## src/rtl/intc_ctrl.sv

```systemverilog
// intc_ctrl -- interrupt controller for the single-cycle core.
//
// Detects rising edges on NSRC synchronous interrupt lines and keeps
// per-source pending bits. It applies a software-writable enable mask and
// picks the lowest enabled pending index. It presents one request with its
// jump vector to the control unit and tracks the running handler until
// return-from-interrupt. Nesting is not supported.
//
// Ports:
//   clk         system clock, all state updates on rising edge
//   reset       synchronous, active-high reset
//   irq_in      interrupt lines, bit 0 highest priority
//   we_mask     mask write strobe from datapath
//   mask_data   new mask value (1 = source enabled)
//   int_ack     core accepts current request (PC pushed this cycle)
//   reti        core executes return-from-interrupt
//   int_req     interrupt request to control unit
//   int_vec     jump target for the requested source (0 when not requesting)
//   int_id      index of the requested / in-service source
//   in_service  handler currently running
//   pending     pending bits
//   mask        current mask register
module intc_ctrl #(
    parameter int unsigned      NSRC            = 4,
    parameter int unsigned      VEC_W           = 10,
    parameter logic [VEC_W-1:0] VEC_BASE        = 10'h3C0,
    parameter int unsigned      VEC_STRIDE_LOG2 = 2
) (
    input  logic             clk,
    input  logic             reset,
    input  logic [NSRC-1:0]  irq_in,
    input  logic             we_mask,
    input  logic [NSRC-1:0]  mask_data,
    input  logic             int_ack,
    input  logic             reti,
    output logic             int_req,
    output logic [VEC_W-1:0] int_vec,
    output logic [2:0]       int_id,
    output logic             in_service,
    output logic [NSRC-1:0]  pending,
    output logic [NSRC-1:0]  mask
);

    typedef enum logic [1:0] {
        IDLE,
        REQ,
        SERVICE
    } state_t;

    state_t             state_q;
    logic [NSRC-1:0]    irq_prev_q;
    logic [NSRC-1:0]    pending_q;
    logic [NSRC-1:0]    pending_d;
    logic [NSRC-1:0]    mask_q;
    logic [2:0]         int_id_q;
    logic               int_req_q;
    logic [VEC_W-1:0]   int_vec_q;
    logic               in_service_q;

    logic [NSRC-1:0]    irq_edge;
    logic [NSRC-1:0]    qual;
    logic [NSRC-1:0]    id_bit;
    logic               id_qual;
    logic [NSRC-1:0]    clr;
    logic [2:0]         sel;
    logic               sel_found;
    logic [VEC_W-1:0]   sel_vec;

    always_comb begin
        irq_edge  = irq_in & ~irq_prev_q;
        qual      = pending_q & mask_q;
        // One-hot of the locked source. A shift avoids an out-of-range
        // index when NSRC < 8.
        id_bit    = NSRC'(1) << int_id_q;
        id_qual   = |(qual & id_bit);

        // Lowest qualified index wins.
        sel       = '0;
        sel_found = 1'b0;
        for (int unsigned i = 0; i < NSRC; i++) begin
            if (qual[i] && !sel_found) begin
                sel       = 3'(i);
                sel_found = 1'b1;
            end
        end
        sel_vec   = VEC_BASE + (VEC_W'(sel) << VEC_STRIDE_LOG2);

        // An edge arriving in the same cycle as the ack re-sets the bit,
        // so the set takes priority over the clear.
        clr       = (state_q == REQ && int_ack) ? id_bit : '0;
        pending_d = (pending_q & ~clr) | irq_edge;
    end

    always_ff @(posedge clk) begin
        if (reset) begin
            state_q      <= IDLE;
            irq_prev_q   <= '0;
            pending_q    <= '0;
            mask_q       <= '0;
            int_id_q     <= '0;
            int_req_q    <= 1'b0;
            int_vec_q    <= '0;
            in_service_q <= 1'b0;
        end else begin
            irq_prev_q <= irq_in;
            pending_q  <= pending_d;
            if (we_mask) begin
                mask_q <= mask_data;
            end

            case (state_q)
                IDLE: begin
                    if (|qual) begin
                        int_id_q  <= sel;
                        int_vec_q <= sel_vec;
                        int_req_q <= 1'b1;
                        state_q   <= REQ;
                    end
                end
                REQ: begin
                    // The ack is checked first, so an acknowledged request
                    // is serviced even if its source was masked this cycle.
                    if (int_ack) begin
                        in_service_q <= 1'b1;
                        int_req_q    <= 1'b0;
                        int_vec_q    <= '0;
                        state_q      <= SERVICE;
                    end else if (!id_qual) begin
                        int_req_q <= 1'b0;
                        int_vec_q <= '0;
                        state_q   <= IDLE;
                    end
                end
                SERVICE: begin
                    if (reti) begin
                        in_service_q <= 1'b0;
                        state_q      <= IDLE;
                    end
                end
                default: begin
                    state_q <= IDLE;
                end
            endcase
        end
    end

    assign int_req    = int_req_q;
    assign int_vec    = int_vec_q;
    assign int_id     = int_id_q;
    assign in_service = in_service_q;
    assign pending    = pending_q;
    assign mask       = mask_q;

endmodule

```

## config.mk

```make
export PLATFORM = sky130hd
export DESIGN_NAME = intc_ctrl
export DESIGN_NICKNAME = d
export VERILOG_FILES = /design/src/rtl/intc_ctrl.sv
export SDC_FILE = /design/constraint.sdc
export NUM_CORES = 1
export LEC_CHECK = 0
export ABC_AREA = 1
export CAP_MARGIN = 30
export CORE_MARGIN = 3
export CORE_UTILIZATION = 40
export CTS_CLUSTER_SIZE = 40
export DETAILED_ROUTE_END_ITERATION = 8
export PLACE_DENSITY = 0.76
export REMOVE_ABC_BUFFERS = 1
export SLEW_MARGIN = 20
export SYNTH_ARGS = -nofsm -noshare
export SYNTH_HDL_FRONTEND = slang
export SYNTH_SLANG_ARGS = --single-unit
```

## constraint.sdc

```tcl
create_clock -name clk -period 1.34 [get_ports clk]
set_input_delay 0.268 -clock clk [delete_from_list [all_inputs] [get_ports clk]]
set_output_delay 0.268 -clock clk [all_outputs]
set_load 0.02 [all_outputs]
```

======== Word level (Yosys, flattened, before mapping) ========
Index checks and enable logic that the tools add are counted.
W data, S select, Z words.
operators by class
  order comparisons ....................... 0
  bitwise gates (word level) .............. 7
  multiplexer cells ....................... 23
  add/subtract/negate cells ............... 1
  reduce and logical (&&, ||, !) cells .... 16
  multiply operators ...................... 0
  equal/unequal tests ..................... 6
  shift operators ......................... 1
  divide/modulo/power cells ............... 0
operators by type and width
  cell                   count
  $mux W10               3
  $pmux W10 S2           1
  $and A4 B4 Y4          4
  $mux W2                5
  $mux W1                9
  $reduce_and A3 Y1      3
  $add A7 B6 Y8 const A  1
  $not A4 Y4             2
  $reduce_or A4 Y1       2
  $ne A2 B2 Y1 const B   3
  $pmux W2 S3            1
  $logic_and A1 B1 Y1    4
  $mux W4                1
  $or A4 B4 Y4           1
  $pmux W1 S2            2
  $reduce_bool A2 Y1     2
  $shl A1 B3 Y4 const A  1
  $logic_not A1 Y1       3
  $mux W3                1
  $ne A3 B3 Y1 const B   1
  $eq A2 B1 Y1 const B   1
  $eq A2 B2 Y1 const B   1
  $logic_not A2 Y1       1
  $reduce_and A2 Y1      1
storage, ports and cells
  output and inout port bits .............. 23
  latch bits .............................. 0
  register bits ........................... 29
  memory bits (writable) .................. 0
  memories kept ........................... 0
  memory bits (read-only) ................. 0
  input bits .............................. 13

======== Depth between registers and ports, before layout ========
  word-level depth ........................ 14
  mapped depth ............................ 9
  mapped depth without buffers ............ 9

======== Worst setup path before layout ========
Ideal clock, no wire load.
  kind .................................... flip-flop to flip-flop
  start ................................... register mask_q[0] (netlist: mask[0])
  end ..................................... register int_vec_q[8] (netlist: int_vec[8])
  stages on the path, launching flop included .. 8
  path buffers ............................ 0
  slack ................................... 0.158 ns
  clock period less this slack ............ 1.182 ns
  data arrival time ....................... 1.048 ns
  setup time .............................. 0.133 ns
  cell sequence ........................... dfxtp_1 nand2_1 nand2_1 nor2_1 a21oi_1 nand2_2 nand2_1 a21oi_2
between the ends
  longest elaborated chain between the ends .. 14
  elaborated cells between the ends (all ways) .. 22
  those cells by class .................... 1 x add/sub; 2 x eq/ne; 8 x mux; 2 x bitwise; 9 x reduce/logical
ends and longest elaborated chain
  what                    line  RTL
  from (decl)             54    logic [NSRC-1:0] mask_q;
  from (signal assigned)  108   mask_q <= mask_data;
  $and A4 B4 Y4 *         71    qual = pending_q & mask_q;
  $mux W1                 81    if (qual[i] && !sel_found) begin
  $logic_not A1 Y1        81
  $logic_and A1 B1 Y1     81
  $mux W1                 81
  $logic_not A1 Y1        81
  $logic_and A1 B1 Y1     81
  $mux W1                 81
  $logic_not A1 Y1        81
  $logic_and A1 B1 Y1     81
  $mux W3                 81
  $add A7 B6 Y8           86    sel_vec = VEC_BASE + (VEC_W'(sel) << VEC_STRIDE_LOG2);
  $mux W10                113   if (|qual) begin
  $pmux W10 S2            111   case (state_q)
  to (signal assigned)    115   int_vec_q <= sel_vec;
  to (decl)               57    logic [VEC_W-1:0] int_vec_q;
Every way passes the cells marked *; elsewhere a longest branch is shown, timed or not. The select of a mux whose other input is x is not followed.
A chain may end at the register's enable or synchronous reset.

======== Worst setup path after layout ========
  start ................................... register pending_q[1] (netlist: pending[1])
  end ..................................... output pending[1]
RTL lines
  what                    line  RTL
  from (decl)             52    logic [NSRC-1:0] pending_q;
  from (signal assigned)  106   pending_q <= pending_d;
  to (decl)               40    output logic [NSRC-1:0] pending,
No word-level cell between the ends.

==> impl_metrics.yaml <==
status:
  status: "finished, final reports clean"
finish:
  final_nets: 157
  areaGrowthSynthToFinish_pct: 40.0
  drive_above_1_share: 0.161
  antenna-diode-count: 0
  multi_input_area_um2: 350
  num-fill-cells: 176
  regArea_um2: 403
  stdcell_area_um2: 1170
worst_setup_path:
  critPathMaxFanout: 3
  cpLargestDelayFamily: "flip-flops"
  slowest_delay_ps: 380
  worstPathRequired_ps: 1070
  cpMaxStageDelayCell: "dfxtp_1"
  crit_path_cell_trace: "clkdlybuf4s15_1"
  critPathLaunchType: "flip-flop"
  crit_arrival_ps: 1020
  r2r-start: "pending[3]$_SDFF_PP0_"
  reg2reg_depth: 8
  end_kind: "output port"
  crit_buf_inv: 1
  reg2reg_slack_ps: 130
  worst_r2r_endpoint: "int_vec[3]$_SDFFE_PP0P_"
  path_class: "flip-flop to output port"
timing:
  report.final.slew_viol_count: 0
  final-setup-viol-count: 0
  fin_crit_sh: 0.959
  hold_violations: 0
  fin_crit_ps: 1290
  rsz0062_at_grt: "true"
  max_freq_mhz: 778
  finClkSkew_ps: 5.28
  hold_slack_ps: 440
cts:
  cts_setup_buffers: 0
  numCtsBuffers: 3
  cts.sinks: 20
  ctsHoldBuffers: 0
  clock_latency_ps: 310
  cts_buffer_depth: 2
  htreeDepth: 1
  root_buffer: "clkbuf_4"
  clk_pin_slew_ps: 110
  cts_tree: "built"
synthesis:
  ys_warn_count: 0
  syn_area_per_cell_um2: 7.55
  yosysMostFrequentCell: "nand2_1"
  synth_edf_count: 0
  yosysUniqueCellTypes: 18
  syn_inst: 111
  synth_area_leaders: "dfxtp_1, nand2_1, buf_4"
  async_flop_share: 0
  synthFlopType: "dfxtp_1"
  netlist_area_um2: 838
  synth_top_area_share: 0.478
  ys_ff_latch: 20
  ys_top_cells_by_count: "nand2_1, dfxtp_1, nor2_1"
  yosysSeqAreaShare: 0.478
  yosys.area.top_type: "dfxtp_1"
global_routing:
  grt_max_degree: 13
  antenna_found_initial: 0
  overflow: 0
  grt_pass1_vias: 759
  track_usage: 0.166
  grt_pass1_wl_um: 3280
placed_design:
  dpl.hpwl_um: 1520
  dpl_cell_area_um2: 1140
  io_buffers: 30
  gp_congestion: 0.755
floorplanning:
  dieHeight_um: 51.8
  die_area_um2: 2680
  row_count: 15
  io_pins: 36
  die_x_um: 51.8
  core_um2: 1860
  initial_core_util: 0.451
power_and_ir_drop:
  p_per_area_nw_per_um2: 1160
  leakagePower_nw: 0.544
  vdd_drop_max_mv: 0.863
routing:
  num_vias: 801
  drt-pass1-iter-count: 4
  drc_errors: 0
  vias_per_cell: 4.77
  drt_wl_total_um: 1980
  drt_iter0_drc: 14
  wl_per_cell_um: 11.8
  ant_nets: 0
flow_run:
  max-cap-violations: 0
min_path:
  min_path_type: "flip-flop to flip-flop"
  holdPathEnd: "pending[1]$_SDFF_PP0_"
  hold_start: "irq_prev_q[1]$_SDFF_PP0_"
  hold-path-cell-count: 1
logic make-up (layout without fill, tap and decap cells):
group	count (synthesis)	count (layout)	share of synthesized area
other	1	5	0.00447
buffers and inverters	19	47	0.125
and+or+nand+nor	49	49	0.237
DFF	20	20	0.478
AOI/OAI and AO/OA	22	22	0.155
per-stage QoR:
| stage | power, W | cells | setup slack (ps) | TNS [ps] | utilization |
|---|---|---|---|---|---|
| finish | 0.00136 | 168 | 54.3 | 0 | 0.632 |
| global route | 0.00142 | 168 | -2.35 | -2.35 | 0.632 |
| CTS | 0.00137 | 168 | 14.0 | 0 | 0.630 |
| detailed placement | 0.00105 | 164 | 16.7 | 0 | 0.615 |
| global placement | 0.00104 | 164 | 35.6 | 0 | 0.615 |
| floorplan | 0.000861 | 105 | 72.3 | 0 | - |
layer usage:
metal  GRT usage  vias up  part of all wire
met5           0        -                 0
met4      0.0437        0             0.011
met3      0.0688        3             0.061
met2       0.282       24              0.49
met1       0.191      367              0.44
li1            -      407                 -
state kept, by name, indices dropped and copies added (netlist names):
signal and flops:
irq_prev_q 4, mask 4, pending 4, int_vec 3
int_id 2, state_q 2, in_service 1
repair_timing:
action	in CTS	in global routing
gates resized for setup	28	7
cloned	0	0
endpoints found under the setup margin	18	11
placed cells by master, fill, tap and decap left out, drive strengths merged, types with 7 or more instances in the layout:
cell type and count:
nor2 18, clkdlybuf4s50 12, o21ai 9, dlygate4sd2 10, clkdlybuf4s15 7, inv 9, a21oi 9, dfxtp 20
nand2 25
report_power, final:
part	internal, W	total [W]	switching [W]
clock network	0.000166	0.000349	0.000183
logic	0.000142	0.000337	0.000195
registers	0.000642	0.000672	0.0000302
total	0.000950	0.00136	0.000408
layout make-up:
type | instances | share of cell area
Timing Repair Buffer | 34 | 0.272
Clock buffer | 4 | 0.0309
Multi-Input combinational cell | 76 | 0.299
Inverter | 9 | 0.0288
Sequential cell | 20 | 0.343
Tap cell | 25 | 0.0267
worst max path at each step:
stage	start	endpoint	slack, ps	cells past startpoint
after floorplan	int_vec[8]$_SDFFE_PP0P_	int_vec[8]$_SDFFE_PP0P_	70	2
after global placement	int_ack	pending[1]$_SDFF_PP0_	40	4
after detailed placement	int_vec[8]$_SDFFE_PP0P_	int_vec[8]	20	1
after CTS	pending[1]$_SDFF_PP0_	pending[1]	10	1
after global routing	int_id[0]$_SDFFE_PP0P_	int_vec[3]$_SDFFE_PP0P_	-2	10
final	pending[1]$_SDFF_PP0_	pending[1]	50	1
No activity file was read; power rests on OpenSTA's default activity.
